[src/rtl/s38584_pkg.sv]
// Shared types and defaults for the s38584 event-latch bank.
// Contents: per-channel state enum, default CH/DEBOUNCE/CNT_W, index-width helper.
package s38584_pkg;

    localparam int unsigned CH_DEF       = 4;
    localparam int unsigned DEBOUNCE_DEF = 3;
    localparam int unsigned CNT_W_DEF    = 3;

    typedef enum logic [1:0] {
        IDLE    = 2'd0,
        ARMING  = 2'd1,
        LATCHED = 2'd2,
        HOLDOFF = 2'd3
    } evt_state_t;

    // Bits needed to encode 0..n-1; never below 1 so a port is always legal.
    function automatic int unsigned idx_w(input int unsigned n);
        return (n <= 2) ? 1 : $clog2(n);
    endfunction

endpackage

[src/rtl/s38584_evt_chan.sv]
// One debounced, acknowledge-cleared event flag.
// Ports:
//   CK, RN      clock (rising), async active-low reset
//   en_i        step enable; all state holds when low
//   evt_i       qualified event level
//   mask_i      1 blocks arming (no effect once latched)
//   ack_i       clears the flag when latched
//   flag_o      registered, 1 exactly while in LATCHED
module s38584_evt_chan
    import s38584_pkg::*;
#(
    parameter int unsigned DEBOUNCE = DEBOUNCE_DEF,
    parameter int unsigned CNT_W    = CNT_W_DEF
) (
    input  logic CK,
    input  logic RN,
    input  logic en_i,
    input  logic evt_i,
    input  logic mask_i,
    input  logic ack_i,
    output logic flag_o
);

    evt_state_t       state_q, state_d;
    logic [CNT_W-1:0] cnt_q, cnt_d;
    logic             q_c;
    logic [CNT_W:0]   cnt_inc_c;

    assign q_c       = evt_i & ~mask_i;
    // One extra bit so the compare against DEBOUNCE cannot wrap.
    assign cnt_inc_c = {1'b0, cnt_q} + (CNT_W+1)'(1);

    // Next-state and counter update.
    always_comb begin
        state_d = state_q;
        cnt_d   = cnt_q;
        if (en_i) begin
            unique case (state_q)
                IDLE: begin
                    if (q_c) begin
                        if (DEBOUNCE == 1) begin
                            state_d = LATCHED;
                        end else begin
                            state_d = ARMING;
                            cnt_d   = CNT_W'(1);
                        end
                    end
                end
                ARMING: begin
                    if (!q_c) begin
                        // Dropped or masked sample restarts the debounce.
                        state_d = IDLE;
                        cnt_d   = '0;
                    end else if (cnt_inc_c == (CNT_W+1)'(DEBOUNCE)) begin
                        state_d = LATCHED;
                        cnt_d   = '0;
                    end else begin
                        cnt_d   = cnt_inc_c[CNT_W-1:0];
                    end
                end
                LATCHED: begin
                    // A still-high event after ack parks in HOLDOFF to avoid re-latching.
                    if (ack_i) begin
                        state_d = evt_i ? HOLDOFF : IDLE;
                    end
                end
                HOLDOFF: begin
                    if (!evt_i) begin
                        state_d = IDLE;
                    end
                end
                default: begin
                    state_d = IDLE;
                    cnt_d   = '0;
                end
            endcase
        end
    end

    // State, counter and flag registers.
    always_ff @(posedge CK or negedge RN) begin
        if (!RN) begin
            state_q <= IDLE;
            cnt_q   <= '0;
            flag_o  <= 1'b0;
        end else begin
            state_q <= state_d;
            cnt_q   <= cnt_d;
            flag_o  <= (state_d == LATCHED);
        end
    end

endmodule

[src/rtl/s38584_evt_latch_bank.sv]
// N-channel event-latch bank with pending count and lowest-pending index.
// Ports:
//   CK, RN        clock (rising), async active-low reset
//   en_i          global step enable
//   evt_i[CH]     per-channel event level
//   mask_i[CH]    per-channel arm mask
//   ack_i[CH]     per-channel acknowledge
//   flag_o[CH]    registered latched flags
//   irq_o         OR of flags
//   pend_cnt_o    number of set flags
//   first_vld_o   any flag set
//   first_idx_o   lowest set flag index, 0 when none
module s38584_evt_latch_bank
    import s38584_pkg::*;
#(
    parameter int unsigned CH       = CH_DEF,
    parameter int unsigned DEBOUNCE = DEBOUNCE_DEF,
    parameter int unsigned CNT_W    = CNT_W_DEF
) (
    input  logic                      CK,
    input  logic                      RN,
    input  logic                      en_i,
    input  logic [CH-1:0]             evt_i,
    input  logic [CH-1:0]             mask_i,
    input  logic [CH-1:0]             ack_i,
    output logic [CH-1:0]             flag_o,
    output logic                      irq_o,
    output logic [idx_w(CH+1)-1:0]    pend_cnt_o,
    output logic                      first_vld_o,
    output logic [idx_w(CH)-1:0]      first_idx_o
);

    localparam int unsigned PEND_W = idx_w(CH + 1);
    localparam int unsigned IDX_W  = idx_w(CH);

    // One FSM per channel.
    for (genvar c = 0; c < int'(CH); c++) begin : g_chan
        s38584_evt_chan #(
            .DEBOUNCE (DEBOUNCE),
            .CNT_W    (CNT_W)
        ) u_chan (
            .CK     (CK),
            .RN     (RN),
            .en_i   (en_i),
            .evt_i  (evt_i[c]),
            .mask_i (mask_i[c]),
            .ack_i  (ack_i[c]),
            .flag_o (flag_o[c])
        );
    end

    assign irq_o       = |flag_o;
    assign first_vld_o = |flag_o;

    // Popcount and priority encoder; scanning downward leaves the lowest index.
    always_comb begin
        pend_cnt_o  = '0;
        first_idx_o = '0;
        for (int i = int'(CH) - 1; i >= 0; i--) begin
            if (flag_o[i]) begin
                first_idx_o = IDX_W'(i);
            end
            pend_cnt_o = pend_cnt_o + PEND_W'(flag_o[i]);
        end
    end

endmodule

[config.mk]
export PLATFORM = sky130hd
export DESIGN_NAME = s38584_evt_latch_bank
export DESIGN_NICKNAME = d
export VERILOG_FILES = /design/src/rtl/s38584_pkg.sv /design/src/rtl/s38584_evt_chan.sv /design/src/rtl/s38584_evt_latch_bank.sv
export SDC_FILE = /design/constraint.sdc
export NUM_CORES = 1
export LEC_CHECK = 0
export ABC_AREA = 1
export CAP_MARGIN = 10
export CORE_MARGIN = 1
export CORE_UTILIZATION = 45
export DETAILED_ROUTE_END_ITERATION = 8
export PLACE_DENSITY = 0.69
export SLEW_MARGIN = 20
export SYNTH_ARGS = -nofsm -noshare
export SYNTH_HDL_FRONTEND = slang
export SYNTH_SLANG_ARGS = --single-unit
[constraint.sdc]
create_clock -name CK -period 2.12 [get_ports CK]
set_input_delay 0.424 -clock CK [delete_from_list [all_inputs] [get_ports CK]]
set_output_delay 0.424 -clock CK [all_outputs]
set_load 0.02 [all_outputs]
==> results.yml <==
outcome:
  status: "complete, but fails checks"
  failed_checks: "negative setup slack"
timing:
  setup_viol: 1
  rsz0062_at_grt: "yes"
  slew_violations: 0
  period_share_pct: 104
  slew_headroom_pct: 78.9
  finalCriticalPeriod_ps: 2210
  fin_ws_ps: -88.7
  tightest_slew_ps: 316
  max_freq_mhz: 453
  fin_skew_ps: 3.23
  whs_ps: 504
  hold_viol_final: 0
clock_network:
  h-tree-depth: 1
  clk_latency_ps: 270
  cts_made_buffers: 3
  clock_sinks: 24
  cts_tree: "yes"
  cts_setup_buffers: 0
  cts_max_path_buffers: 2
  root_buffer: "clkbuf_8"
  clk_pin_slew_ps: 90
layout:
  synthToLayoutAreaGrowth_pct: 24.1
  layout-drive-gt1-share_pct: 15.6
  layout.nets: 298
  final_util_pct: 60.5
  diodes: 0
  fin_cells: 316
critical_path:
  critPathSlowestCell: "fa_1"
  crit_fanout: 2
  setup.worst_path.start: "g_chan[0].u_chan.flag_o"
  cp.required_ps: 1700
  critical_path.max_stage_delay_ps: 520
  r2r_start: "g_chan[1].u_chan.cnt_q[1]"
  startpoint_type: "flop"
  cp_cell_sequence: "inv_2 -> fa_1 -> inv_1 -> ha_2 -> ha_4 -> buf_6"
  crit_path_end_kind: "output port"
  critPathArrivalTime_ps: 1780
  critical_path_class: "flop to output port"
placement:
  place_inst: 312
  place_ws_ps: -290
  dp_hpwl_mm: 2.27
  place_congestion: 0.811
  portBuffers: 25
drt:
  drt-initial-drc-count: 59
  vias: 1433
  wl_mm: 2.94
  via_per_inst: 4.53
  drt_pass1_iterations: 4
  drc_errors: 0
  final_antenna_net_count: 0
  routedWlPerCell_um: 9.32
floorplan:
  ioPinCount: 26
  num_rows: 21
  start_util_pct: 48.7
  coreArea_um2: 3470
  fp.dieArea_um2: 4010
  die_x_um: 63.3
  die_h_um: 63.3
yosys:
  synth_cells: 240
  synth_common_cells: "nand2_1, nor2_1, inv_1"
  async_reset_ff_share_pct: 100
  synth_edf_count: 0
  yosysMostFrequentCell: "nand2_1"
  synth_nets: 267
  synthDominantCellAreaShare_pct: 35.5
  synth_top_area_cell: "dfrtp_1"
  mappedNetlistArea_um2: 1690
  synthFlopType: "dfrtp_1"
  syn_avg_cell_area_um2: 7.04
  synth-seq-cells: 24
  synth.area.top_cells: "dfrtp_1, nand2_1, nor2_1"
  synth_warnings: 0
  synth.distinct_cells: 23
  yosysSeqAreaShare_pct: 35.5
grt:
  grt_pass1_wl_mm: 5.48
  grt_max_degree: 25
  antenna_found_initial: 0
  grt_overflow: 0
  grt_pass1_vias: 1305
  track_usage_pct: 17.0
power:
  peakVddDrop_mv: 0.375
  powerDensity_nw_per_um2: 737
  leakagePower_uw: 0.00112
worst_hold_path:
  min-delay-path-class: "input pin to asynchronous set/reset pin"
flow_run:
  maxCapViolations: 0
-- path summary, 6_finish.rpt --
path | to | slack, ps | cells after the start
worst max-delay path | pend_cnt_o[1] | -90 | 6
worst min-delay path | g_chan[0].u_chan.cnt_q[2] | 500 | 2
max in group asynchronous | g_chan[3].u_chan.cnt_q[0] | 1370 | 2
worst max register to register | g_chan[1].u_chan.flag_o | 740 | 10
worst min register to register | g_chan[0].u_chan.cnt_q[1] | 550 | 2
min in group CK | g_chan[0].u_chan.cnt_q[1] | 550 | 2
-- flip-flops by register name (all words and copies together) (netlist names) --
register	flops
g_chan.u_chan.cnt_q	12
g_chan.u_chan.flag_o	4
g_chan.u_chan.state_q	8
-- through the flow --
| stage | setup TNS [ps] | area, µm² | power (µW) |
|---|---|---|---|
| finish | -88.7 | 2100 | 1540 |
| global route | -211 | 2100 | 1680 |
| CTS | -120 | 2090 | 1560 |
| detailed placement | -525 | 2000 | 1140 |
| global placement | -496 | 2000 | 1130 |
| floorplan | 0 | 1690 | 1010 |
-- layout by cell type (no fill, tap or decap) --
cell type | synthesis | routed
ha_2 | 0 | 1
inv_1 | 37 | 35
nand3_2 | 1 | 1
nand4_1 | 7 | 7
o21ai_2 | 1 | 1
nor2_4 | 3 | 3
clkbuf_8 | 0 | 3
nor2_8 | 1 | 1
a21boi_2 | 2 | 2
nand2_1 | 62 | 62
fa_1 | 1 | 1
dlymetal6s2s_1 | 0 | 2
nand2_2 | 3 | 3
nor3_1 | 7 | 7
nor2_2 | 1 | 1
nor2_1 | 38 | 38
nand3_1 | 14 | 14
ha_4 | 0 | 1
o21ai_0 | 2 | 2
dfrtp_1 | 24 | 24
nor3_4 | 1 | 1
ha_1 | 11 | 9
o21ai_1 | 5 | 5
bufinv_16 | 0 | 1
clkinv_1 | 2 | 2
clkdlybuf4s50_1 | 0 | 20
buf_6 | 1 | 3
buf_4 | 5 | 7
inv_2 | 11 | 13
-- report_power, final --
group	leakage [µW]	internal, µW	switching, µW
sequential	0.000314	537	91.8
clock	0.0000357	253	159
combinational	0.000772	205	298
-- metal layers --
metal  part of all wire [%]  track usage, %
met5                      0               0
met3                    3.5            1.63
met1                     51            23.3
met2                     43            27.2
met4                    2.1            7.67
-- final cells by class --
| class | instances | area, µm² |
|---|---|---|
| fill | 344 | 1370 |
| multi-input combinational | 160 | 868 |
| sequential | 24 | 601 |
| timing repair buffer | 32 | 312 |
| inverter | 50 | 188 |
| tap | 46 | 57.6 |
| clock buffer | 3 | 41.3 |
| clock inverter | 1 | 30.0 |
-- repair_timing --
action | 4_1_cts | 5_1_grt
resized for setup | 22 | 2
pin swaps | 2 | 2
hold buffers | 0 | 0
endpoints found under the setup margin | 4 | 5
-- logic make-up after synthesis --
family,after synthesis,synth area share [%]
simple gates,138,37.2
buf+inv,56,14.0
flops,24,35.5
compound gates,10,3.92
fa+ha+maj,12,9.33
-- critical path, delay by kind of cell, from the launching register on --
family | cells | cell delay (ps)
fa+ha+maj | 3 | 950
buf+inv | 3 | 190
flops | 1 | 370
Note: power is estimated with default switching activity, not from simulation.
